`src/rtl/alu_overflow_monitor.sv`:
```
// Registered add/sub/logic stage with valid/ready handshake, signed overflow
// detection, and sticky/saturating overflow statistics. Optional: OVF_SATURATE_EN.
module alu_overflow_monitor #(
  parameter int unsigned WIDTH = 4,
  parameter int unsigned CNT_W = 8
) (
  input  logic             clk,
  input  logic             rst,
  input  logic             in_valid,
  output logic             in_ready,
  input  logic [1:0]       opCode,
  input  logic [WIDTH-1:0] A,
  input  logic [WIDTH-1:0] B,
  output logic             out_valid,
  input  logic             out_ready,
  output logic [WIDTH-1:0] Y,
  output logic             CarryOUT,
  output logic             overflow,
  output logic             zero,
  output logic             negative,
  input  logic             clr_stat,
  output logic             ovf_sticky,
  output logic [CNT_W-1:0] ovf_count
);

  localparam int unsigned MSB = WIDTH - 1;

  localparam logic [1:0] OP_AND = 2'b00;
  localparam logic [1:0] OP_OR  = 2'b01;
  localparam logic [1:0] OP_ADD = 2'b10;
  localparam logic [1:0] OP_SUB = 2'b11;

  logic             accept;
  logic             is_sub;
  logic [WIDTH-1:0] b_op;
  logic [WIDTH:0]   sum_ext;
  logic [WIDTH-1:0] y_c;
  logic             carry_c;
  logic             ovf_c;

  // No skid buffer: a new operand is taken only when the output slot frees up.
  assign in_ready = !out_valid || out_ready;
  assign accept   = in_valid && in_ready;

  // Subtraction reuses the adder as A + ~B + 1.
  assign is_sub  = (opCode == OP_SUB);
  assign b_op    = is_sub ? ~B : B;
  assign sum_ext = (WIDTH+1)'(A) + (WIDTH+1)'(b_op) + (WIDTH+1)'(is_sub);

  // Result and flag selection for the current operands.
  always_comb begin
    y_c     = '0;
    carry_c = 1'b0;
    ovf_c   = 1'b0;
    case (opCode)
      OP_AND: y_c = A & B;
      OP_OR:  y_c = A | B;
      OP_ADD: begin
        carry_c = sum_ext[WIDTH];
        ovf_c   = (A[MSB] == B[MSB]) && (sum_ext[MSB] != A[MSB]);
        y_c     = sum_ext[WIDTH-1:0];
      end
      default: begin
        carry_c = sum_ext[WIDTH];
        ovf_c   = (A[MSB] != B[MSB]) && (sum_ext[MSB] != A[MSB]);
        y_c     = sum_ext[WIDTH-1:0];
      end
    endcase
`ifdef OVF_SATURATE_EN
    // Clamp toward the sign of A: positive overflow -> max, negative -> min.
    if (ovf_c) begin
      y_c = A[MSB] ? {1'b1, {(WIDTH-1){1'b0}}} : {1'b0, {(WIDTH-1){1'b1}}};
    end
`endif
  end

  // Output register: load on accept, hold under backpressure, drop on transfer.
  always_ff @(posedge clk) begin
    if (rst) begin
      out_valid <= 1'b0;
      Y         <= '0;
      CarryOUT  <= 1'b0;
      overflow  <= 1'b0;
      zero      <= 1'b0;
      negative  <= 1'b0;
    end else if (accept) begin
      out_valid <= 1'b1;
      Y         <= y_c;
      CarryOUT  <= carry_c;
      overflow  <= ovf_c;
      zero      <= (y_c == '0);
      negative  <= y_c[MSB];
    end else if (out_ready) begin
      out_valid <= 1'b0;
    end
  end

  // Statistics: a same-cycle overflow event takes precedence over a clear.
  always_ff @(posedge clk) begin
    if (rst) begin
      ovf_sticky <= 1'b0;
      ovf_count  <= '0;
    end else if (accept && ovf_c) begin
      ovf_sticky <= 1'b1;
      if (clr_stat) begin
        ovf_count <= CNT_W'(1);
      end else if (!(&ovf_count)) begin
        ovf_count <= ovf_count + CNT_W'(1);
      end
    end else if (clr_stat) begin
      ovf_sticky <= 1'b0;
      ovf_count  <= '0;
    end
  end

endmodule

```
`config.mk`:
```
export PLATFORM = sky130hd
export DESIGN_NAME = alu_overflow_monitor
export DESIGN_NICKNAME = d
export VERILOG_FILES = /design/src/rtl/alu_overflow_monitor.sv
export SDC_FILE = /design/constraint.sdc
export NUM_CORES = 1
export LEC_CHECK = 0
export BUFFER_PORTS_ARGS = -buffer_cell sky130_fd_sc_hd__buf_2
export CORE_AREA = 8 8 70 60
export DETAILED_ROUTE_END_ITERATION = 16
export DIE_AREA = 0 0 78 68
export PLACE_DENSITY_LB_ADDON = 0.08
export SYNTH_ARGS = -nofsm -noshare
export SYNTH_HDL_FRONTEND = slang
export SYNTH_SLANG_ARGS = --single-unit
```
`constraint.sdc`:
```
create_clock -name clk -period 3.4 [get_ports clk]
set_input_delay 0.51 -clock clk [delete_from_list [all_inputs] [get_ports clk]]
set_output_delay 0.51 -clock clk [all_outputs]
set_load 0.05 [all_outputs]
```
==> reports/qor.log <==
INFO  status         outcome=finished clean
INFO  layout         mostFrequentLayoutCell=sky130_fd_sc_hd__buf_2
INFO  logic_synthesis number_of_flip_flops_and_latches_in_the_synthesized_netlist=17
INFO  detailed_routing drt-pass1-iter-count=4
INFO  logic_synthesis top_cell_type_s_share_of_synthesized_area=28.69%
INFO  logic_synthesis syn-mean-instance-area=8.722squm
INFO  cts            post-cts-setup-buffers=0
INFO  grt            grt_first_pass_wirelength=5.057mm
INFO  layout         areaGrowthSynthToFinish=19.73%
INFO  timing         unrepaired_setup_endpoints_after_global_routing=false
INFO  pwr            cellInternalPower=0.0003559W
INFO  pwr            power_switching=0.0002017W
INFO  cts            worst_setup_hold_path_clk_slew=0.07ns
INFO  detailed_routing viasPerCell=5.338
INFO  grt            grt_start_max_net_pins=14
INFO  critical_path  crit_path_frequent_cell=sky130_fd_sc_hd__nand2_1
INFO  timing         fmax=383.1MHz
INFO  detailed_routing num_vias=1121
INFO  grt            first_global_vias=1099
INFO  detailed_routing detail-route-antenna-nets=0
INFO  cts            clkSinkCount=17
INFO  logic_synthesis postSynthNetCount=160
INFO  timing         setup_viol=0
INFO  critical_path  critical_path.n_buffers_inverters=1
INFO  detailed_routing wl_met2=1.254mm
INFO  logic_synthesis synth-edff-count=0
INFO  die            pin_count=34
INFO  pwr            power.density_cell_area=392.6mW/mm^2
INFO  logic_synthesis postSynthCellCount=136
INFO  timing         report.final.hold_viol_count=0
INFO  detailed_routing dr.max_layer_used=met4
INFO  timing         finalCriticalPeriod=2.610ns
INFO  cts            cts-buffers-inserted=3
INFO  die            fp-row-count=19
INFO  timing         finalSetupTns=0ns
INFO  grt            global_route.usage.total=11.68%
INFO  timing         period_share=76.78%
INFO  layout         post_route_cells_drive_above_1_share=25.00%
INFO  logic_synthesis ys_top_cells_by_area=sky130_fd_sc_hd__dfxtp_1, sky130_fd_sc_hd__ha_1, sky130_fd_sc_hd__a21oi_1, sky130_fd_sc_hd__xnor2_4, sky130_fd_sc_hd__o31ai_1
INFO  critical_path  timing.critical_path.cells=buf_2 -> nand2_1 -> xnor2_1 -> ha_1 -> o21ai_0 -> a32o_4 -> xor2_1 -> nand2_1 -> o211a_1
INFO  layout         layout.cells.most_common_list=sky130_fd_sc_hd__buf_2, sky130_fd_sc_hd__dfxtp_1, sky130_fd_sc_hd__a21oi_1
INFO  layout         final_design_area_no_fill=0.001420sqmm
INFO  pwr            p_sw_share=36.17%
INFO  cts            ctsRootBufferMaster=sky130_fd_sc_hd__clkbuf_8
INFO  detailed_routing avgRoutedWirePerCell=14.14um
INFO  critical_path  required=3.55ns
INFO  logic_synthesis fraction_of_synthesis_flops_using_an_asynchronous_set_or_reset_pin=0%
INFO  detailed_routing aggregate_routed_wire_length=2.970mm
INFO  die            core=0.003186sqmm
INFO  critical_path  timing.critical_path.to_type=flop
INFO  critical_path  critical-path-top-delay-family=compound AO/OA/AOI/OAI gates
INFO  placement      port_buffers=33
INFO  grt            antenna_found_initial=0
INFO  timing         finalClockSkew=0.003203ns
INFO  timing         max_slew.worst_pin.slew=0.4987ns
INFO  die            vertical_die_dimension=68um
INFO  critical_path  critPathMaxFanout=13
INFO  placement      dpl_cell_area=0.001371sqmm
INFO  detailed_routing met3RoutedLength=190um
INFO  die            floorplan.die.width=78um
INFO  logic_synthesis synth_area=0.001186sqmm
INFO  placement      place_hpwl=2.413mm
INFO  cts            cts_hold_buf=0
INFO  pwr            vdd.ir_drop.worst=0.0002295V
INFO  layout         nNetsFinal=193
INFO  pwr            leak=0.6471nW
INFO  cts            cts_tree=built
INFO  cts            cts_max_path_buffers=2
INFO  die            die_footprint=0.005304sqmm
INFO  timing         drv_slew=0
INFO  timing         max-slew-margin-rel=66.63%
INFO  pwr            power.share.combinational=33.6%
INFO  logic_synthesis synthDominantAreaCellType=sky130_fd_sc_hd__dfxtp_1
INFO  logic_synthesis synth.yosys.seq_area_share=28.69%
INFO  hold_path      hold_path_class=flop to flop
INFO  critical_path  path_class=input port to flop
INFO  logic_synthesis netlist-cell-type-count=38
INFO  critical_path  cp_slowest_stage_delay=0.32ns
INFO  run            maxCapViolations=0
INFO  critical_path  worstPathArrival=2.76ns
INFO  detailed_routing drt_first_iter_violations=62
INFO  pwr            share_clk_of_total_power=28.3%
INFO  die            initial_utilization=37.23%
INFO  grt            gr-total-overflow=0
INFO  placement      place_congestion=0.8165
INFO  cts            post_cts_resized=0
INFO  detailed_routing drc=0
INFO  pwr            share_seq_of_total_power=38.0%
INFO  cts            clkLatencyLatePin=0.25ns
INFO  layout         num_antenna_cells=0
INFO  logic_synthesis synth_ff_type=sky130_fd_sc_hd__dfxtp_1
INFO  critical_path  critical_path.slowest_cell=sky130_fd_sc_hd__xor2_1
INFO  cts            clock_tree.htree_level_count=1
INFO  critical_path  critPathLaunchType=input port
INFO  logic_synthesis synth-warning-count=0
INFO  detailed_routing wirelength_met1=1.509mm
-- power by group through the flow --
stage	Combinational (W)	Sequential, W	Clock (W)
after CTS	0.000188	0.000212	0.000161
after global placement	0.000186	0.000216	0
final	0.000188	0.000212	0.000158
after global routing	0.000205	0.000213	0.000170
after detailed placement	0.000186	0.000216	0
after floorplan	0.000115	0.000244	0
-- worst min-delay path, cell delays in order, from the launching register on --
cell and delay (ns):
sky130_fd_sc_hd__dfxtp_1 0.32, sky130_fd_sc_hd__nand2_1 0.05, sky130_fd_sc_hd__a21oi_1 0.05
-- synth_stat cells (3+ instances only) --
| cell | n |
|---|---|
| sky130_fd_sc_hd__and4_1 | 3 |
| sky130_fd_sc_hd__o31ai_1 | 6 |
| sky130_fd_sc_hd__nor3_1 | 3 |
| sky130_fd_sc_hd__inv_1 | 9 |
| sky130_fd_sc_hd__xnor2_1 | 5 |
| sky130_fd_sc_hd__o21ai_0 | 3 |
| sky130_fd_sc_hd__nand4_1 | 4 |
| sky130_fd_sc_hd__nand2_1 | 11 |
| sky130_fd_sc_hd__a211oi_1 | 4 |
| sky130_fd_sc_hd__nor2_1 | 11 |
| sky130_fd_sc_hd__or4_1 | 3 |
| sky130_fd_sc_hd__ha_1 | 8 |
| sky130_fd_sc_hd__a21oi_1 | 12 |
| sky130_fd_sc_hd__nand3_1 | 4 |
| sky130_fd_sc_hd__dfxtp_1 | 17 |
-- flip-flops by register name, indices dropped and copies added (netlist names) --
name and flops:
Y 4, overflow 1, CarryOUT 1, zero 1
out_valid 1, ovf_sticky 1, ovf_count 8
-- layer usage --
metal  vias up  track usage (%)
met3         2            4.462
met4         0            2.304
li1        558                -
met2        30            17.59
met1       531            15.63
met5         -                0
-- path summary, 6_finish.rpt --
kind                                        startpoint                         to  slack, ns  cells after the start
worst max-delay path                         opCode[1]  ovf_count[7]$_SDFFE_PP0P_       0.79                      9
worst min-delay path             overflow$_SDFFE_PP0P_      overflow$_SDFFE_PP0P_       0.47                      2
worst max register to register  out_valid$_SDFFE_PP0P_  ovf_count[3]$_SDFFE_PP0P_       1.68                      5
worst min register to register   overflow$_SDFFE_PP0P_      overflow$_SDFFE_PP0P_       0.47                      2
-- cell families (layout without fill, tap and decap cells) --
kind of cell             after synthesis  after routing  synth area share, %
flip-flops                            17             17                28.69
XOR/XNOR                               9              9                9.810
adder cells (fa/ha/maj)                9              9                10.13
AO/OA/AOI/OAI                         36             36                21.62
buffers and inverters                 14             46                5.590
AND/OR/NAND/NOR                       51             51                24.16
-- layout make-up --
type | instances | area, sq um
clock buffers | 3 | 41.29
clock inverters | 1 | 7.507
fillers | 337 | 1765
inverters | 9 | 33.78
multi-input cells | 105 | 779.5
flip-flops and latches | 17 | 340.3
well taps | 42 | 52.55
repair buffers | 33 | 165.2
-- per-stage QoR --
| step | power, W | utilization (%) | std cells | setup WS [ns] | hold WS [ns] |
|---|---|---|---|---|---|
| after floorplan | 0.0003597 | - | 136 | 0.9090 | 0.6395 |
| final | 0.0005575 | 44.58 | 210 | 0.7896 | 0.4664 |
| after global routing | 0.0005882 | 44.58 | 210 | 0.5475 | 0.4965 |
| after CTS | 0.0005605 | 44.58 | 210 | 0.8131 | 0.4677 |
| after global placement | 0.0004017 | 43.05 | 206 | 0.6495 | 0.4552 |
| after detailed placement | 0.0004026 | 43.05 | 206 | 0.5545 | 0.4559 |
Note: power is estimated with default switching activity, not from simulation.
